[src/rtl/cpu_sequencer_if.sv]
// -----------------------------------------------------------------------------
// cpu_sequencer_if
// Bundles the decoder qualifiers (inputs to the sequencer) and the phase
// strobes / status (outputs of the sequencer) of the EE1 instruction-cycle
// sequencer. The master modport is the sequencer side. The slave modport is
// the decoder/datapath side.
// -----------------------------------------------------------------------------
interface cpu_sequencer_if #(
    parameter int NPHASE = 3,
    parameter int CNT_W  = 16
);
    // decoder -> sequencer
    logic              STALL;
    logic [NPHASE-2:0] EXTRA;
    logic              RET;
    logic              HALT_REQ;
    logic              RESUME;
    // sequencer -> datapath
    logic              FETCH;
    logic [NPHASE-1:0] EXEC;
    logic [2:0]        PHASE;
    logic              HALTED;
    logic              RETIRE;
    logic [CNT_W-1:0]  ICOUNT;

    modport master (
        input  STALL, EXTRA, RET, HALT_REQ, RESUME,
        output FETCH, EXEC, PHASE, HALTED, RETIRE, ICOUNT
    );

    modport slave (
        output STALL, EXTRA, RET, HALT_REQ, RESUME,
        input  FETCH, EXEC, PHASE, HALTED, RETIRE, ICOUNT
    );
endinterface

[src/rtl/cpu_sequencer.sv]
// -----------------------------------------------------------------------------
// cpu_sequencer
// Registered FETCH / EXEC1..EXECn / HALT sequencer for the EE1 CPU. It has a
// memory stall, halt/resume and a retired-instruction counter.
// Optional feature macro: SEQ_OVERLAP_EN. When this macro is defined, the
// final exec cycle of a non-redirecting instruction also fetches, and the
// next state is EXEC1 directly.
// State encoding matches PHASE: 0 = FETCH, k = EXECk, 7 = HALT. The unused
// encodings above NPHASE recover to FETCH.
// -----------------------------------------------------------------------------
module cpu_sequencer #(
    parameter int NPHASE = 3,   // legal range 2..6
    parameter int CNT_W  = 16
) (
    input  logic              CLK,
    input  logic              nRESET,
    cpu_sequencer_if.master   bus
);

    typedef enum logic [2:0] {
        ST_FETCH = 3'd0,
        ST_EXEC1 = 3'd1,
        ST_EXEC2 = 3'd2,
        ST_EXEC3 = 3'd3,
        ST_EXEC4 = 3'd4,
        ST_EXEC5 = 3'd5,
        ST_EXEC6 = 3'd6,
        ST_HALT  = 3'd7
    } state_e;

    state_e            state_r;
    state_e            next_state_s;
    logic [CNT_W-1:0]  icount_r;

    logic              in_exec_s;
    logic              final_s;
    logic              retire_s;
    logic              overlap_s;
    logic [7:0]        extra_pad_s;
    logic [2:0]        extra_idx_s;
    logic [NPHASE-1:0] exec_s;

    // EXTRA is zero-extended to 8 bits. This lets the phase index select
    // EXTRA[k-1] without going out of range. The bit for the last phase
    // is never consulted, because that phase is always final.
    assign extra_pad_s = {{(9-NPHASE){1'b0}}, bus.EXTRA};
    assign extra_idx_s = state_r - 3'd1;

    assign in_exec_s = (state_r != ST_FETCH) && (state_r <= 3'(NPHASE));
    assign final_s   = in_exec_s &&
                       ((state_r == 3'(NPHASE)) || !extra_pad_s[extra_idx_s]);
    assign retire_s  = final_s && !bus.STALL;

`ifdef SEQ_OVERLAP_EN
    // Fetch the next instruction alongside the final exec phase, unless the
    // instruction redirects the PC or halts.
    assign overlap_s = retire_s && !bus.RET && !bus.HALT_REQ;
`else
    logic unused_ret_s;
    assign overlap_s    = 1'b0;
    assign unused_ret_s = bus.RET;
`endif

    // State register with synchronous active-low reset.
    always_ff @(posedge CLK) begin
        if (!nRESET) begin
            state_r <= ST_FETCH;
        end else begin
            state_r <= next_state_s;
        end
    end

    // Next-state logic: a single combinational level from state and inputs.
    always_comb begin
        next_state_s = ST_FETCH;
        case (state_r)
            ST_FETCH: begin
                if (bus.STALL) begin
                    next_state_s = ST_FETCH;
                end else begin
                    next_state_s = ST_EXEC1;
                end
            end
            ST_HALT: begin
                if (bus.RESUME) begin
                    next_state_s = ST_FETCH;
                end else begin
                    next_state_s = ST_HALT;
                end
            end
            default: begin
                if (!in_exec_s) begin
                    next_state_s = ST_FETCH;          // illegal encoding
                end else if (bus.STALL) begin
                    next_state_s = state_r;
                end else if (!final_s) begin
                    next_state_s = state_e'(state_r + 3'd1);
                end else if (bus.HALT_REQ) begin
                    next_state_s = ST_HALT;
                end else if (overlap_s) begin
                    next_state_s = ST_EXEC1;
                end else begin
                    next_state_s = ST_FETCH;
                end
            end
        endcase
    end

    // One-hot exec strobe decoded from the registered state.
    always_comb begin
        exec_s = {NPHASE{1'b0}};
        for (int k = 0; k < NPHASE; k++) begin
            exec_s[k] = (state_r == state_e'(3'(k + 1)));
        end
    end

    // Retired-instruction counter. It wraps naturally at all-ones.
    always_ff @(posedge CLK) begin
        if (!nRESET) begin
            icount_r <= {CNT_W{1'b0}};
        end else if (retire_s) begin
            icount_r <= icount_r + CNT_W'(1);
        end else begin
            icount_r <= icount_r;
        end
    end

    assign bus.FETCH  = (state_r == ST_FETCH) || overlap_s;
    assign bus.EXEC   = exec_s;
    assign bus.PHASE  = state_r;
    assign bus.HALTED = (state_r == ST_HALT);
    assign bus.RETIRE = retire_s;
    assign bus.ICOUNT = icount_r;

endmodule

[src/flat_wrapper.sv]
// flat-port wrapper written by rule: the top's interface ports become plain ports
module cpu_sequencer_flat 
#(
    parameter int NPHASE = 3,                      
    parameter int CNT_W  = 16
)
  (CLK, nRESET, bus_STALL, bus_EXTRA, bus_RET, bus_HALT_REQ, bus_RESUME, bus_FETCH, bus_EXEC, bus_PHASE, bus_HALTED, bus_RETIRE, bus_ICOUNT);
  cpu_sequencer_if #(.NPHASE(NPHASE), .CNT_W(CNT_W)) bus_i ();
  input  logic CLK;
  input  logic nRESET;
  input wire logic [$bits(bus_i.STALL)-1:0] bus_STALL;
  input wire logic [$bits(bus_i.EXTRA)-1:0] bus_EXTRA;
  input wire logic [$bits(bus_i.RET)-1:0] bus_RET;
  input wire logic [$bits(bus_i.HALT_REQ)-1:0] bus_HALT_REQ;
  input wire logic [$bits(bus_i.RESUME)-1:0] bus_RESUME;
  output wire logic [$bits(bus_i.FETCH)-1:0] bus_FETCH;
  output wire logic [$bits(bus_i.EXEC)-1:0] bus_EXEC;
  output wire logic [$bits(bus_i.PHASE)-1:0] bus_PHASE;
  output wire logic [$bits(bus_i.HALTED)-1:0] bus_HALTED;
  output wire logic [$bits(bus_i.RETIRE)-1:0] bus_RETIRE;
  output wire logic [$bits(bus_i.ICOUNT)-1:0] bus_ICOUNT;
  assign bus_i.STALL = bus_STALL;
  assign bus_i.EXTRA = bus_EXTRA;
  assign bus_i.RET = bus_RET;
  assign bus_i.HALT_REQ = bus_HALT_REQ;
  assign bus_i.RESUME = bus_RESUME;
  assign bus_FETCH = bus_i.FETCH;
  assign bus_EXEC = bus_i.EXEC;
  assign bus_PHASE = bus_i.PHASE;
  assign bus_HALTED = bus_i.HALTED;
  assign bus_RETIRE = bus_i.RETIRE;
  assign bus_ICOUNT = bus_i.ICOUNT;
  cpu_sequencer #(.NPHASE(NPHASE), .CNT_W(CNT_W)) u_core (.CLK(CLK), .nRESET(nRESET), .bus(bus_i));
endmodule
[config.mk]
export PLATFORM = sky130hd
export DESIGN_NAME = cpu_sequencer_flat
export DESIGN_NICKNAME = d
export VERILOG_FILES = /design/src/rtl/cpu_sequencer_if.sv /design/src/rtl/cpu_sequencer.sv /design/src/flat_wrapper.sv
export SDC_FILE = /design/constraint.sdc
export NUM_CORES = 1
export LEC_CHECK = 0
export ABC_CLOCK_PERIOD_IN_PS = 2700
export CAP_MARGIN = 30
export CORE_ASPECT_RATIO = 2
export CORE_UTILIZATION = 30
export DETAILED_ROUTE_END_ITERATION = 6
export GPL_TIMING_DRIVEN = 0
export PLACE_DENSITY_LB_ADDON = 0.05
export SLEW_MARGIN = 10
export SYNTH_ARGS = -nofsm -noshare
export SYNTH_HDL_FRONTEND = slang
export SYNTH_SLANG_ARGS = --single-unit
[constraint.sdc]
create_clock -name CLK -period 2.7 [get_ports CLK]
set_input_delay 0.27 -clock CLK [delete_from_list [all_inputs] [get_ports CLK]]
set_output_delay 0.27 -clock CLK [all_outputs]
set_load 0.005 [all_outputs]
==> results of run 1 <==
layout by cell type, fill, tap and decap left out, types with 2 or more instances in the layout:
cell type,Yosys,layout
clkdlybuf4s50_1,0,30
dfxtp_1,19,17
a21oi_1,14,14
o31ai_1,10,10
or4_1,10,10
inv_1,9,9
ha_1,8,8
nand2_1,7,7
clkbuf_1,5,5
nand2b_1,5,4
o21ai_0,4,4
nor3_1,4,4
nor4_1,4,4
nand3_1,4,4
nand4_1,4,4
buf_4,1,3
o21a_1,3,3
o21ai_1,3,3
and4_1,3,3
clkbuf_8,0,3
nor2_1,2,2
nor2b_1,2,2
or3_1,2,2
o31a_1,2,2
mux2i_1,2,2
dfxtp_2,0,2
cells by family (layout without fill, tap and decap cells):
kind of cell               after synthesis  count (layout)  synth area share, %
xor gates and xnor gates                 1               1                 1.35
AOI/OAI and AO/OA                       44              44                 24.8
buffers and inverters                   18              53                 6.76
adders and majority gates                8               8                 8.32
and+or+nand+nor                         47              47                 23.4
DFF                                     19              19                 31.6
muxes                                    4               4                 3.75
layer usage:
layer	vias up	share of wire, %	global-route usage [%]
li1	601	-	-
met1	585	37	19.3
met2	27	57	31.8
met3	7	3.0	2.19
met4	0	2.7	8.33
met5	-	0	0
worst paths after layout:
check	startpoint	to	slack (ns)	depth (start not counted)
min	nRESET	u_core.bus.ICOUNT[12]$_SDFFE_PN0P_	0.40	2
min reg2reg	u_core.bus.ICOUNT[13]$_SDFFE_PN0P_	u_core.bus.ICOUNT[13]$_SDFFE_PN0P_	0.49	2
max	u_core.bus.PHASE[2]$_SDFFE_PN0P_	bus_RETIRE	0.11	8
max reg2reg	u_core.bus.PHASE[0]$_SDFFE_PN0P_	u_core.bus.ICOUNT[8]$_SDFFE_PN0P_	0.39	8
state kept, by name (all words and copies together) (netlist names):
signal and cells:
u_core.bus.ICOUNT 16, u_core.bus.PHASE 3
power breakdown:
group	internal [uW]	total (uW)	switching, uW
sequential	306	353	46.3
combinational	226	480	254
clock	103	207	104
total	635	1040	404
metrics by stage:
stage | hold WS (ns) | setup TNS (ns)
floorplan | 0.467 | 0
global placement | 0.471 | -0.0999
detailed placement | 0.483 | -0.138
CTS | 0.407 | 0
global route | 0.436 | 0
finish | 0.401 | 0
timing repair:
action	CTS	global route
buffers inserted	2	0
pin swaps	1	0
gates resized for setup	2	1
hold buffers	0	0
setup endpoints to repair	1	1
layout make-up:
class                   count  area, um2  share of cell area, %
clock buffers               3       41.3                   2.54
clock inverters             1       5.00                  0.307
flip-flops and latches     19        383                   23.5
repair buffers             32        315                   19.4
well taps                  51       63.8                   3.92
multi-input cells         104        743                   45.7
plain buffers               8       42.5                   2.61
inverters                   9       33.8                   2.08
==> flow_metrics.py, run 1 <==
metrics = {
    "clock_tree": {
        "cts_buffer_depth": 2,
        "cts_tree": "done",
        "h-tree-depth": 1,
        "root_buffer": "clkbuf_8",
        "cts_sinks": 19,
        "insertion_delay_ns": 0.26,
        "path_clk_slew_ns": 0.07,
        "cts_made_buffers": 3,
    },
    "logic_synthesis": {
        "synth_edf_count": 0,
        "syn_nets": 157,
        "syn_inst": 141,
        "ys_ff_latch": 19,
        "netlist_area_mm2": 0.00120,
        "yosysTopAreaCellShare_pct": 31.6,
        "ys_types": 36,
        "synthTopCellsByCount": "19 x dfxtp_1, 14 x a21oi_1, 10 x o31ai_1, 10 x or4_1, 9 x inv_1",
        "synth_warnings": 0,
        "synth_most_common_cell": "dfxtp_1",
        "synth_seq_area_share_pct": 31.6,
        "async_reset_ff_share_pct": 0,
        "ys_top_cells_by_area": "dfxtp_1 32%, ha_1 8.3%, o31ai_1 6.2%",
        "synth_top_flop_cell": "dfxtp_1",
        "synth_area_leader_cell": "dfxtp_1",
        "syn_avg_cell_area_um2": 8.53,
    },
    "power": {
        "power_density_mw_per_mm2": 638,
        "power_uw": 1040,
        "p_leak_uw": 0.000535,
        "ir_worst_vdd_v": 0.000440,
    },
    "grt": {
        "grt_use_total_pct": 17.9,
        "grt_antenna_before_repair": 0,
        "grt_max_degree": 19,
        "grt_pass1_vias": 1148,
        "gr-total-overflow": 0,
        "grt_pass1_wl_um": 5550,
    },
    "worst_setup_path": {
        "crit_type": "reg2out",
        "cpLargestDelayFamily": "buffers and inverters",
        "critPathMaxFanout": 8,
        "cp.required_ns": 2.43,
        "timing.critical_path.slowest_cell_delay_ns": 0.48,
        "slowest_stage": "clkdlybuf4s50_1",
        "critical_path.endpoint_type": "primary output",
        "arrival_ns": 2.32,
        "startpoint_type": "flip-flop",
        "path_buf_inv": 4,
        "worstPathCellList": "buf_4 > inv_1 > ha_1 > nand2b_2 > o31ai_4 > buf_6 > nor2_1 > clkdlybuf4s50_1",
    },
    "die": {
        "die-area_mm2": 0.00428,
        "chipWidth_um": 46.8,
        "fp.dieH_um": 91.5,
        "design.core.area_mm2": 0.00384,
        "std_cell_rows": 32,
        "io_pins": 33,
        "initial_core_util_pct": 31.3,
    },
    "sta": {
        "finalHoldViolCount": 0,
        "maxSlewHeadroom_pct": 64.2,
        "finalCritPeriodShare_pct": 96.1,
        "finalMaxSlewViolations": 0,
        "worst_slew_pin_slew_ns": 0.537,
        "fmax_mhz": 385,
        "period_needed_ns": 2.59,
        "grt_setup_unrepaired": "false",
        "finalSetupViolCount": 0,
        "worst_slack_ns": 0.105,
        "clock_skew_ns": 0.00229,
    },
    "route": {
        "drt_wl_total_um": 3420,
        "viasPerCell": 5.37,
        "num_vias": 1220,
        "drt_drc_violations_left": 0,
        "drt_pass1_iterations": 4,
        "drt.antenna.violating_nets": 0,
        "routedWlPerCell_um": 15.1,
        "dr.first_iter.drc_count": 19,
    },
    "finish": {
        "final_core_util_pct": 42.4,
        "drive_gt1_share_pct": 9.09,
        "final_nets": 193,
        "nFillCells": 420,
        "area_growth_pct": 35.4,
        "diodes": 0,
        "final_area_mm2": 0.00163,
        "final_cells": 227,
    },
    "status": {
        "status": "finished clean",
    },
    "placed_design": {
        "port_buffers": 30,
        "placed_area_mm2": 0.00157,
        "hpwl_um": 2640,
        "gp_congestion": 0.747,
        "pre_cts_slack_ns": -0.138,
        "place_inst": 222,
    },
    "worst_hold_path": {
        "hold_path.class": "in2reg",
    },
    "run": {
        "drv_cap": 0,
    },
}
No activity file was read; power rests on OpenSTA's default activity.
==> run 2, diff against run 1 <==
--- a/config.mk
+++ b/config.mk
@@ -5,7 +5,7 @@
 export SDC_FILE = /design/constraint.sdc
 export NUM_CORES = 1
 export LEC_CHECK = 0
-export ABC_CLOCK_PERIOD_IN_PS = 2700
+export ABC_CLOCK_PERIOD_IN_PS = 2950
 export CAP_MARGIN = 30
 export CORE_ASPECT_RATIO = 2
 export CORE_UTILIZATION = 30
==> constraint.sdc (replaced) <==
create_clock -name CLK -period 2.95 [get_ports CLK]
set_input_delay 0.295 -clock CLK [delete_from_list [all_inputs] [get_ports CLK]]
set_output_delay 0.295 -clock CLK [all_outputs]
set_load 0.005 [all_outputs]
==> run 2 against run 1 <==
Net effect: worst hold slack better by 0.022 ns; critical endpoint unchanged; combinational power down 9.8%; clock skew grew 0.0020 ns; sequential power fell by 9.3%; non-clock buffer count decreased by 1; clock power shrank 9%; die area is the same; first-iteration DRC count is the same.
==> flow_metrics.py, run 2 (same netlist as run 1, synthesis figures left out) <==
metrics = {
    "status": {
        "status": "finished clean",
    },
    "clock_tree": {
        "cts_tree": "done",
        "path_clk_slew_ns": 0.08,
        "cts_made_buffers": 3,
        "root_buffer": "clkbuf_8",
        "insertion_delay_ns": 0.26,
        "cts_sinks": 19,
        "h-tree-depth": 1,
        "cts_buffer_depth": 2,
    },
    "placed_design": {
        "gp_congestion": 0.747,
        "port_buffers": 30,
        "pre_cts_slack_ns": 0.0868,
        "hpwl_um": 2640,
        "placed_area_mm2": 0.00157,
    },
    "route": {
        "num_vias": 1234,
        "drt.antenna.violating_nets": 0,
        "drt_pass1_iterations": 4,
        "dr.first_iter.drc_count": 19,
        "drt_drc_violations_left": 0,
        "wl_met2_um": 1920,
        "drt-met1-wl_um": 1240,
        "wl_met3_um": 122,
        "routed.top_layer": "met4",
        "viasPerCell": 5.46,
        "drt_wl_total_um": 3380,
        "routedWlPerCell_um": 14.9,
    },
    "worst_hold_path": {
        "hold_path.class": "in2reg",
        "min_to": "u_core.bus.ICOUNT[12]$_SDFFE_PN0P_",
        "hp-start": "nRESET",
        "min_path_cells": 2,
    },
    "die": {
        "fp.dieH_um": 91.5,
        "std_cell_rows": 32,
        "chipWidth_um": 46.8,
        "initial_core_util_pct": 31.3,
        "design.core.area_mm2": 0.00384,
        "io_pins": 33,
        "die-area_mm2": 0.00428,
    },
    "grt": {
        "grt_use_total_pct": 17.7,
        "grt_max_degree": 20,
        "grt_pass1_vias": 1144,
        "grt_pass1_wl_um": 5500,
        "gr-total-overflow": 0,
        "grt_antenna_before_repair": 0,
    },
    "sta": {
        "finalMaxSlewViolations": 0,
        "finalHoldViolCount": 0,
        "fmax_mhz": 357,
        "grt_setup_unrepaired": "false",
        "maxSlewHeadroom_pct": 64.4,
        "finalCritPeriodShare_pct": 95.0,
        "clock_skew_ns": 0.00427,
        "finalSetupViolCount": 0,
        "worst_slack_ns": 0.149,
        "finalSetupTns_ns": 0,
        "period_needed_ns": 2.80,
        "worst_slew_pin_slew_ns": 0.534,
    },
    "worst_setup_path": {
        "slowest_stage": "clkdlybuf4s50_1",
        "r2r_end": "u_core.bus.ICOUNT[13]$_SDFFE_PN0P_",
        "timing.critical_path.slowest_cell_delay_ns": 0.49,
        "rr_startpoint": "u_core.bus.PHASE[0]$_SDFFE_PN0P_",
        "startpoint_type": "flip-flop",
        "cp.required_ns": 2.65,
        "critPathMaxFanout": 19,
        "rr_worst_depth": 8,
        "critical_path.endpoint_type": "primary output",
        "r2r_slack_ns": 0.59,
        "crit_type": "reg2out",
        "critPathMostFrequentCell": "ha_1",
        "arrival_ns": 2.51,
        "worstPathCellList": "ha_1 > ha_1 > nand2b_2 > o31ai_4 > buf_6 > nor2_1 > clkdlybuf4s50_1",
    },
    "power": {
        "power_density_mw_per_mm2": 582,
        "p_leak_uw": 0.000530,
        "ir_worst_vdd_v": 0.000400,
    },
    "finish": {
        "largest_reg_flops": 16,
        "final_area_mm2": 0.00162,
        "drive_gt1_share_pct": 7.43,
        "final_common_cell": "clkdlybuf4s50_1",
        "final_nets": 192,
        "diodes": 0,
        "layout_common_cells": "30 x clkdlybuf4s50_1, 19 x dfxtp_1, 14 x a21oi_1, 10 x o31ai_1, 10 x or4_1",
        "area_growth_pct": 34.5,
    },
    "run": {
        "drv_cap": 0,
    },
}
## run 2: cell count changes in the layout (fill, tap and decap cells not counted)
cell / delta
buf_4: -1
dfxtp_1: +2
dfxtp_2: -2
## run 2: worst max path at each step
stage | startpoint | end | depth (start not counted)
after global placement | u_core.bus.PHASE[0]$_SDFFE_PN0P_ | bus_RETIRE | 8
final | u_core.bus.PHASE[0]$_SDFFE_PN0P_ | bus_RETIRE | 7
after detailed placement | u_core.bus.PHASE[0]$_SDFFE_PN0P_ | bus_RETIRE | 8
after floorplan | u_core.bus.PHASE[0]$_SDFFE_PN0P_ | u_core.bus.ICOUNT[10]$_SDFFE_PN0P_ | 7
after global routing | u_core.bus.PHASE[0]$_SDFFE_PN0P_ | bus_RETIRE | 7
after CTS | u_core.bus.PHASE[0]$_SDFFE_PN0P_ | bus_RETIRE | 7
## run 2: stage by stage
step                      hold WS [ns]  instances  total power [uW]  util (%)
after global placement           0.471        222               751      40.8
after detailed placement         0.483        222               757      40.8
after global routing             0.461        226              1010      42.1
final                            0.423        226               942      42.1
after CTS                        0.432        226               955      42.1
after floorplan                  0.467        141               572         -
## run 2: area by class of cell
type / instances / area, um2
Sequential cell: 19 / 380
Tap cell: 51 / 63.8
Buffer: 8 / 42.5
Fill cell: 422 / 2230
Inverter: 9 / 33.8
Multi-Input combinational cell: 104 / 743
Clock inverter: 1 / 5.00
Timing Repair Buffer: 31 / 308
Clock buffer: 3 / 41.3
## run 2: layer usage
layer,vias to the layer above,GRT usage [%]
met4,0,8.33
met3,7,2.19
met1,590,18.9
met2,35,31.5
met5,-,0
li1,602,-
## run 2: worst max-delay path: cells and delay by family (launching register included)
kind | cells | cell delay (ns)
AOI/OAI and AO/OA | 1 | 0.24
buffers and inverters | 2 | 0.71
DFF | 1 | 0.43
and+or+nand+nor | 2 | 0.32
adders and majority gates | 2 | 0.54
## run 2: timing repair
item,CTS,global route
setup buffers,1,0
endpoints found under the setup margin,1,0
hold buffers,0,0
resized for setup,1,0
## run 2: power by group
part / switching, uW / total (uW) / internal (uW) / leakage [uW]
Clock: 94.0 / 188 / 94.2 / 0.0000255
Sequential: 42.2 / 320 / 278 / 0.000154
Combinational: 230 / 433 / 203 / 0.000350
